$ cat config.mk
export PLATFORM = sky130hd
export DESIGN_NAME = bitcounter_down_4
export DESIGN_NICKNAME = d
export VERILOG_FILES = /design/src/rtl/bitcounter_down_4.sv
export SDC_FILE = /design/constraint.sdc
export NUM_CORES = 1
export LEC_CHECK = 0
export ABC_CLOCK_PERIOD_IN_PS = 1380
export CORE_AREA = 3 3 40 42
export CTS_CLUSTER_SIZE = 30
export DETAILED_ROUTE_END_ITERATION = 8
export DIE_AREA = 0 0 43 45
export PLACE_DENSITY = 0.58
export SLEW_MARGIN = 20
export SYNTH_ARGS = -nofsm -noshare
export SYNTH_HDL_FRONTEND = slang
export SYNTH_SLANG_ARGS = --single-unit
export TNS_END_PERCENT = 30
$ cat constraint.sdc
create_clock -name clk -period 1.38 [get_ports clk]
set_input_delay 0.414 -clock clk [delete_from_list [all_inputs] [get_ports clk]]
set_output_delay 0.414 -clock clk [all_outputs]
set_load 0.005 [all_outputs]
$ cat src/rtl/bitcounter_down_4.sv
// bitcounter_down_4 -- loadable down-counter with IDLE/RUN/DONE control.
//
// A load with a non-zero value starts a countdown (busy=1). Each enabled
// cycle in RUN decrements the count; when it would go from 1 to 0 the
// counter enters DONE for exactly one cycle, with tc=1 and count=0, and
// then returns to IDLE. A load of zero goes straight to DONE. Load has
// priority over en, and the synchronous reset has priority over everything.
//
// Optional feature: define BITCOUNTER_DOWN_4_AUTO_RELOAD_EN to make the
// counter reload the last non-zero load value instead of finishing. The
// tc pulse then coincides with the reload, and the counter stays in RUN.
// With this option, DONE is reached only by loading zero.

module bitcounter_down_4 #(
    parameter int WIDTH = 4
) (
    input  logic             clk,
    input  logic             reset,
    input  logic             load,
    input  logic [WIDTH-1:0] load_val,
    input  logic             en,
    output logic [WIDTH-1:0] count,
    output logic             busy,
    output logic             tc
);

    typedef enum logic [1:0] {
        ST_IDLE = 2'b00,
        ST_RUN  = 2'b01,
        ST_DONE = 2'b10
    } state_t;

    localparam logic [WIDTH-1:0] C_ZERO = '0;
    localparam logic [WIDTH-1:0] C_ONE  = WIDTH'(1'b1);

    state_t           r_state;
    logic [WIDTH-1:0] r_count;
    logic             r_busy;
    logic             r_tc;

`ifdef BITCOUNTER_DOWN_4_AUTO_RELOAD_EN
    logic [WIDTH-1:0] r_reload;

    // Remember the last non-zero start value so the countdown can restart itself.
    always_ff @(posedge clk) begin
        if (reset) begin
            r_reload <= C_ZERO;
        end else if (load && (load_val != C_ZERO)) begin
            r_reload <= load_val;
        end else begin
            r_reload <= r_reload;
        end
    end
`endif

    // Control FSM: state, count and the registered busy/tc flags advance together.
    always_ff @(posedge clk) begin
        if (reset) begin
            r_state <= ST_IDLE;
            r_count <= C_ZERO;
            r_busy  <= 1'b0;
            r_tc    <= 1'b0;
        end else if (load) begin
            if (load_val != C_ZERO) begin
                r_state <= ST_RUN;
                r_count <= load_val;
                r_busy  <= 1'b1;
                r_tc    <= 1'b0;
            end else begin
                r_state <= ST_DONE;
                r_count <= C_ZERO;
                r_busy  <= 1'b0;
                r_tc    <= 1'b1;
            end
        end else begin
            case (r_state)
                ST_IDLE: begin
                    r_state <= ST_IDLE;
                    r_count <= C_ZERO;
                    r_busy  <= 1'b0;
                    r_tc    <= 1'b0;
                end
                ST_RUN: begin
                    if (!en) begin
                        r_state <= ST_RUN;
                        r_count <= r_count;
                        r_busy  <= 1'b1;
                        r_tc    <= 1'b0;
                    end else if (r_count > C_ONE) begin
                        r_state <= ST_RUN;
                        r_count <= r_count - C_ONE;
                        r_busy  <= 1'b1;
                        r_tc    <= 1'b0;
                    end else begin
                        // Count is 1 (0 cannot occur in RUN): terminal edge.
`ifdef BITCOUNTER_DOWN_4_AUTO_RELOAD_EN
                        r_state <= ST_RUN;
                        r_count <= r_reload;
                        r_busy  <= 1'b1;
                        r_tc    <= 1'b1;
`else
                        r_state <= ST_DONE;
                        r_count <= C_ZERO;
                        r_busy  <= 1'b0;
                        r_tc    <= 1'b1;
`endif
                    end
                end
                ST_DONE: begin
                    r_state <= ST_IDLE;
                    r_count <= C_ZERO;
                    r_busy  <= 1'b0;
                    r_tc    <= 1'b0;
                end
                default: begin
                    r_state <= ST_IDLE;
                    r_count <= C_ZERO;
                    r_busy  <= 1'b0;
                    r_tc    <= 1'b0;
                end
            endcase
        end
    end

    assign count = r_count;
    assign busy  = r_busy;
    assign tc    = r_tc;

endmodule

==> flow_metrics.env, run 1 <==
export IMPL_run_status="complete, no violations"
export IMPL_clock_sinks=6
export IMPL_p_comb_share_pct=29.0
export IMPL_hold_depth=2
export IMPL_synth_area_per_cell_sq_um=8.30
export IMPL_finalClockSkew_ns=0.00155
export IMPL_rsz0062_at_grt="yes"
export IMPL_portBuffers=13
export IMPL_grt_pass1_wl_mm=1.59
export IMPL_cap_violations=0
export IMPL_ys_seq_elements=6
export IMPL_htree_levels=1
export IMPL_p_leak_nw=0.288
export IMPL_synth_top_area_share_pct=32.9
export IMPL_routedWlPerCell_um=11.4
export IMPL_synth_edff_count=0
export IMPL_crit_type="flop to flop"
export IMPL_fin_nets=83
export IMPL_ys_warn_count=0
export IMPL_path_cells="buf_6 -> ha_4 -> o211ai_1 -> a31oi_1 -> nor3b_1"
export IMPL_insertedDiodeCount=0
export IMPL_postSynth_asyncResetShare_pct=0
export IMPL_grtUsageTotal_pct=10.7
export IMPL_end_kind="flop"
export IMPL_finalHoldViolCount=0
export IMPL_start_kind="flop"
export IMPL_syn_num_nets=54
export IMPL_drive_gt1_share_pct=35.2
export IMPL_post_cts_setup_buffers=0
export IMPL_wl_um=978
export IMPL_cts_tree="built"
export IMPL_fp_row_count=13
export IMPL_vias=411
export IMPL_ir_drop_v=0.000430
export IMPL_drt_iter0_markers=4
export IMPL_power_frac_clock_pct=31.9
export IMPL_core_area_sq_um=1280
export IMPL_ioPinCount=14
export IMPL_drt_pass1_iterations=4
export IMPL_required_ns=1.54
export IMPL_synthTopCellsByArea="dfxtp_1, ha_1, nand2b_1, nor2_1, nor3b_4"
export IMPL_slowest_stage="dfxtp_4"
export IMPL_cts_root_buffer="clkbuf_4"
export IMPL_layout_cells_non_filler=86
export IMPL_finalPower_uw=500
export IMPL_synth_flop_cell="dfxtp_1"
export IMPL_fp_dieW_um=43
export IMPL_hp_class="flop to flop"
export IMPL_via_per_inst=4.78
export IMPL_die_h_um=45
export IMPL_die_area_sq_um=1940
export IMPL_worstMarginPinSlew_ns=0.303
export IMPL_syn_area_sq_um=365
export IMPL_max_stage_delay_ns=0.36
export IMPL_grt_overflow=0
export IMPL_synth_top_area_cell="dfxtp_1"
export IMPL_hpwlAfterDp_um=796
export IMPL_place_inst=83
export IMPL_setup_violations_final=0
export IMPL_grt_antenna_before_repair=0
export IMPL_fmax_mhz=755
export IMPL_min_period_ns=1.32
export IMPL_syn_inst=44
export IMPL_intPower_uw=369
export IMPL_p_seq_share_pct=39.1
export IMPL_clk_pin_slew_ns=0.04
export IMPL_final_max_slew_viol_count=0
export IMPL_grt_pass1_vias=372
export IMPL_switchingPower_uw=131
export IMPL_clkLatencyLatePin_ns=0.24
export IMPL_rr_worst_depth=5
export IMPL_grt_max_degree=8
export IMPL_route_detailed_drc=0
export IMPL_max_clock_path_buffers=2
export IMPL_yosysSeqAreaShare_pct=32.9
export IMPL_netSwitchingFraction_pct=26.2
export IMPL_cts_buffers=3
export IMPL_area_growth_pct=78.1
export IMPL_crit_arrival_ns=1.49
export IMPL_final_antenna_net_count=0
export IMPL_power_density_nw_per_um2=768
export IMPL_slew_headroom_pct=79.7
export IMPL_cp_max_fo=6
export IMPL_initial_core_util_pct=28.4
export IMPL_synth_cell_types=24
export IMPL_post_route_period_util_pct=96.0
export IMPL_routabilityCongestion=0.722
state kept, by name (all words and copies together) (netlist names):
signal  cells
count       4
busy        1
tc          1
critical path, delay by kind of cell, from the launching register on:
kind	cells	cell delay, ns
AO/OA/AOI/OAI	2	0.43
adder cells (fa/ha/maj)	1	0.15
buffers and inverters	1	0.12
flip-flops	1	0.36
AND/OR/NAND/NOR	1	0.19
routing by layer:
metal / vias up / GRT usage, % / wire length [um]
met4: 0 / 1.81 / 0
met3: 0 / 3.98 / 55
met1: 183 / 14.5 / 451
met5: - / 0 / 0
met2: 10 / 16.8 / 471
li1: 218 / - / -
cell type report:
cell class	instances	area, sq um
clock buffer	3	22.5
fill	128	634
inverter	4	15.0
multi-input combinational	34	253
sequential	6	128
tap	15	18.8
timing repair buffer	24	214
power groups by stage:
stage	registers [mW]	clock network (mW)	logic, mW
final	0.195	0.159	0.145
after global routing	0.198	0.173	0.160
after CTS	0.195	0.165	0.138
after detailed placement	0.198	0	0.144
after global placement	0.198	0	0.144
after floorplan	0.199	0	0.0525
worst paths after layout:
path	start	endpoint	slack, ns
worst max-delay path	count[0]	busy	0.06
worst min-delay path	count[3]	count[3]	0.50
worst max register to register	count[0]	busy	0.06
worst min register to register	count[3]	count[3]	0.50
cell families (layout without fill, tap and decap cells):
logic type	Yosys count	count (layout)	synth area share, %
AND/OR/NAND/NOR	21	21	35.6
adder cells (fa/ha/maj)	2	2	6.85
AO/OA/AOI/OAI	11	11	20.6
flip-flops	6	6	32.9
buffers and inverters	4	31	4.11
synth_stat cells (2+ instances only):
| cell | number |
|---|---|
| dfxtp_1 | 6 |
| nand2b_1 | 4 |
| nand3_1 | 2 |
| nand2_1 | 2 |
| nor2_1 | 5 |
| a21oi_1 | 2 |
| a32oi_1 | 2 |
| ha_1 | 2 |
| inv_1 | 4 |
placed cells by master (no fill, tap or decap):
cell and instances:
a211oi_1 1, a21oi_1 2, a22oi_2 1, a31oi_1 1, a32oi_1 2, buf_4 10
buf_6 1, clkbuf_4 3, clkdlybuf4s50_1 5, dfxtp_1 2, dfxtp_2 3, dfxtp_4 1
dlygate4sd2_1 6, dlymetal6s2s_1 2, ha_2 1, ha_4 1, inv_1 3, inv_2 1
nand2_1 2, nand2b_1 4, nand3_1 2, nand3b_1 1, nor2_1 4, nor2_2 1
nor2b_1 1, nor3_1 1, nor3_2 1, nor3b_1 1, nor3b_4 1, nor4_1 1
o211ai_1 1, o21ai_1 1, o22ai_1 1, o31ai_1 1, or4_1 1
per-stage QoR:
stage	cell area, sq um	setup TNS [ns]	utilization, %	hold WS [ns]	setup slack, ns
after global routing	651	-0.0132	50.6	0.533	-0.0132
after global placement	597	-1.14	46.4	0.542	-0.250
final	651	0	50.6	0.499	0.0552
after CTS	619	0	48.2	0.526	0.0195
after detailed placement	597	-1.09	46.4	0.542	-0.215
after floorplan	365	0	-	0.483	0.0892
repair_timing:
item,4_1_cts,5_1_grt
setup endpoints to repair,11,5
gates resized for setup,11,10
cloned,0,0
hold buffers,0,0
pin swaps,0,5
No activity file was read; power rests on OpenSTA's default activity.
==> run 2: changes to the inputs <==
CTS_CLUSTER_SIZE = 25   (was 30)
==> results of run 2 <==
Final layout, timing and power as in run 1 (identical DEF).
==> run 3: changes to the inputs <==
SETUP_SLACK_MARGIN = 0.3   (was default)
==> flow_metrics.env, run 3 (synthesis results as in run 1) <==
export IMPL_clock_sinks=6
export IMPL_min_period_ns=1.35
export IMPL_cts_buffers=3
export IMPL_start_kind="flop"
export IMPL_grt_max_degree=8
export IMPL_layout_setup_ws_ns=0.0255
export IMPL_via_per_inst=4.97
export IMPL_intPower_uw=383
export IMPL_clkLatencyLatePin_ns=0.25
export IMPL_worstMarginPinSlew_ns=0.343
export IMPL_rrSetupSlack_ns=0.03
export IMPL_end_kind="flop"
export IMPL_die_h_um=45
export IMPL_hold_depth=2
export IMPL_ioPinCount=14
export IMPL_core_area_sq_um=1280
export IMPL_crit_start="count[1]"
export IMPL_grtUsageTotal_pct=11.3
export IMPL_run_status="complete, no violations"
export IMPL_hp_class="flop to flop"
export IMPL_fmax_mhz=738
export IMPL_grt_pass1_vias=366
export IMPL_max_clock_path_buffers=2
export IMPL_power_density_nw_per_um2=745
export IMPL_holdWs_ns=0.523
export IMPL_switchingPower_uw=148
export IMPL_hpwlAfterDp_um=745
export IMPL_post_route_period_util_pct=98.2
export IMPL_hold_end="count[2]"
export IMPL_required_ns=1.55
export IMPL_area_growth_pct=95.2
export IMPL_hold_buffers=0
export IMPL_die_area_sq_um=1940
export IMPL_grt_overflow=0
export IMPL_rr_worst_depth=6
export IMPL_crit_type="flop to flop"
export IMPL_initial_core_util_pct=28.4
export IMPL_drt_pass1_iterations=4
export IMPL_final_cell_mix="buf_4, nor2_1, clkdlybuf4s50_1, buf_6, nand2b_1"
export IMPL_final_antenna_net_count=0
export IMPL_clk_pin_slew_ns=0.05
export IMPL_fp_row_count=13
export IMPL_final_max_slew_viol_count=0
export IMPL_final_common_cell="buf_4"
export IMPL_placed_area_sq_um=563
export IMPL_ir_drop_v=0.000499
export IMPL_finalClockSkew_ns=0.00213
export IMPL_r2r_start="count[1]"
export IMPL_largest_reg_flops=4
export IMPL_pre_cts_ws_ns=-0.230
export IMPL_wl_mm=1.08
export IMPL_cts_tree="built"
export IMPL_grt_antenna_before_repair=0
export IMPL_finalPower_uw=531
export IMPL_htree_levels=1
export IMPL_cts_root_buffer="clkbuf_4"
export IMPL_route_detailed_drc=0
export IMPL_cap_violations=0
export IMPL_worstReg2RegEnd="busy"
export IMPL_p_leak_nw=0.279
export IMPL_fin_nets=83
export IMPL_vias=427
export IMPL_netSwitchingFraction_pct=27.8
export IMPL_slew_headroom_pct=77.0
export IMPL_routabilityCongestion=0.725
export IMPL_hp_start="count[2]"
export IMPL_crit_arrival_ns=1.53
export IMPL_setup_violations_final=0
export IMPL_cp_max_fo=4
export IMPL_design_area_sq_um=713
export IMPL_finalHoldViolCount=0
export IMPL_p_comb_share_pct=32.8
export IMPL_grt_pass1_wl_mm=1.66
export IMPL_routedWlPerCell_um=12.6
export IMPL_power_frac_clock_pct=30.7
export IMPL_drive_gt1_share_pct=52.1
export IMPL_rsz0062_at_grt="yes"
export IMPL_fp_dieW_um=43
export IMPL_drt_iter0_markers=5
export IMPL_p_seq_share_pct=36.6
export IMPL_n_fill_cell=123
export IMPL_portBuffers=13
export IMPL_insertedDiodeCount=0
[run 3: changes by cell type in the layout (fill, tap and decap cells not counted), moves of 2 or more]
cell	previous run	this run
dfxtp_4	1	3
buf_6	1	5
dlygate4sd2_1	6	3
dlymetal6s2s_1	2	0
[run 3: power groups by stage]
stage               Combinational, mW  Sequential (mW)  Clock [mW]
floorplan                      0.0533            0.200           0
global placement                0.125            0.201           0
detailed placement              0.125            0.201           0
CTS                             0.136            0.194       0.167
global route                    0.190            0.196       0.178
finish                          0.174            0.194       0.163
[run 3: layer usage]
layer | track usage (%) | part of all wire (%)
met3 | 5.18 | 6.4
met4 | 1.81 | 0
met2 | 18.3 | 50
met1 | 14.3 | 43
met5 | 0 | 0
[run 3: metrics by stage]
step	TNS (ns)	util (%)	cells
floorplan	0	-	44
global placement	-1.16	43.8	78
detailed placement	-1.20	43.8	78
CTS	0	49.4	84
global route	-0.0449	55.5	86
finish	0	55.5	86
[run 3: area by class of cell]
| cell class | instances | area [sq um] | area share (%) |
|---|---|---|---|
| repair buffers | 24 | 225 | 31.6 |
| well taps | 15 | 18.8 | 2.63 |
| inverters | 4 | 17.5 | 2.46 |
| flip-flops and latches | 6 | 134 | 18.8 |
| multi-input cells | 34 | 295 | 41.4 |
| clock buffers | 3 | 22.5 | 3.16 |
[run 3: critical path, cell delays in order, from the launching register on]
cell and delay (ns):
dfxtp_2 0.33, buf_6 0.11, inv_4 0.04, ha_4 0.16
o211ai_1 0.32, a31oi_1 0.16, nor3b_2 0.16
[run 3: repair_timing]
| action | CTS | global route |
|---|---|---|
| resized for setup | 25 | 18 |
| buffers inserted | 3 | 2 |
| setup endpoints to repair | 12 | 12 |
| pin swaps | 7 | 10 |
| cloned | 0 | 0 |
[run 3: worst max path at each step]
stage | end | slack [ns]
after global routing | busy | -0.04
final | busy | 0.03
after detailed placement | count[3] | -0.23
after global placement | count[3] | -0.24
after floorplan | count[3] | 0.16
after CTS | busy | 0.05
==> edit, RTL diff (settings of run 3) <==
The parameter `WIDTH` goes from 4 to 3.
--- a/src/rtl/bitcounter_down_4.sv
+++ b/src/rtl/bitcounter_down_4.sv
@@ -13,5 +13,5 @@
 
 module bitcounter_down_4 #(
-    parameter int WIDTH = 4
+    parameter int WIDTH = 3
 ) (
     input  logic             clk,
Ports: changed (resized count and load_val); port bits go from 14 to 12. No check against the original RTL was run, so the function may have changed too.
==> edit against run 3 <==
Worst setup slack better by 0.082 ns; worst hold slack better by 0.14 ns; power decreased by 14%; cell count is 9.3% lower; maximum frequency grew 6.4%; combinational power fell by 29%; design area decreased by 18%; sequential cell count fell by 1; largest power group is now clock; highest routed layer is now met4; routed wire length down 13%; sequential power fell by 18%; critical path depth fell by 4; synthesized area fell by 12%; critical path type is now flop to output pin.
==> edit: results (changes against run 3) <==
Synth Net Count=48 (-11%); via count=363 (-15%); Cell variety after synth=21 (-13%); first-pass GRT wire length=1.41 mm (-15%); slowest stage delay, CP=0.35 ns (+0.02 ns); Pleak=0.242 nW (-13%); crit-path max FO=3 (-1); dpl hpwl=643 um (-14%); seq pwr=0.159 mW (-18%); hold slack=0.666 ns (+0.143 ns); Slew Limit Headroom=0.824 (+0.0534); Seq/Total Area, Yosys=0.313 (-0.0163); NetSw=0.128 mW (-13%); First DRT Iteration DRCs=7 (+2); Fillers=138 (+12%); synthesized area per cell=8.21 um2 (-1.1%); status=completed; RR Endpoint=count[0]$_SDFFE_PP0P_; crit path DAT=0.86 ns (-0.67 ns); Post-synth top cells=dfxtp_1, inv_1, nand2_1, nor2_1, a21oi_1; min-delay src=count[0]$_SDFFE_PP0P_; postcts setup bufs=2 (-1); port bufs=11 (-2); largest cells by area after synthesis=dfxtp_1, ha_1, inv_1; slowest cell on the critical path=dfxtp_4
==> edit: cell count changes in the layout (fill, tap and decap cells not counted), sizes merged, moves of 2 or more <==
cell | run 3 | this run
nand2 | 2 | 4
nor3b | 2 | 0
nand2b | 4 | 1
a32oi | 2 | 0
buf | 15 | 12
nand3 | 2 | 0
==> edit: worst max-delay path by stage <==
stage / to / slack [ns] / depth (start not counted)
after floorplan: count[0]$_SDFFE_PP0P_ / 0.20 / 6
after global placement: r_state[1]$_SDFF_PP0_ / -0.29 / 4
after detailed placement: r_state[1]$_SDFF_PP0_ / -0.26 / 4
after CTS: count[0]$_SDFFE_PP0P_ / 0.11 / 6
after global routing: count[2]$_SDFFE_PP0P_ / 0.07 / 6
final: count[1] / 0.11 / 2
==> edit: metal layers <==
| layer | vias up | part of all wire | track usage |
|---|---|---|---|
| met5 | - | 0 | 0 |
| met4 | 0 | 0.011 | 0.0361 |
| met2 | 11 | 0.49 | 0.153 |
| met1 | 161 | 0.44 | 0.123 |
| li1 | 189 | - | - |
| met3 | 2 | 0.064 | 0.0637 |
==> edit: final cells by class <==
cell class,count,area [um2],share of cell area
Multi-Input combinational cell,28,236,0.406
Timing Repair Buffer,21,170,0.292
Sequential cell,5,109,0.187
Clock buffer,4,26.3,0.0452
Inverter,5,21.3,0.0366
Tap cell,15,18.8,0.0323
==> edit: worst reg2reg max path: stages, from the launching register on <==
cell and delay (ns):
dfxtp_4 0.36, inv_4 0.04, ha_4 0.15, nor2b_1 0.11, o211ai_1 0.09, a211o_1 0.29
a21oi_2 0.13
==> edit: cells by family after synthesis <==
logic type / after synthesis / share of synthesized area
AOI/OAI and AO/OA: 13 / 0.266
buffers and inverters: 6 / 0.0938
and+or+nand+nor: 13 / 0.250
DFF: 5 / 0.313
adders and majority gates: 2 / 0.0781
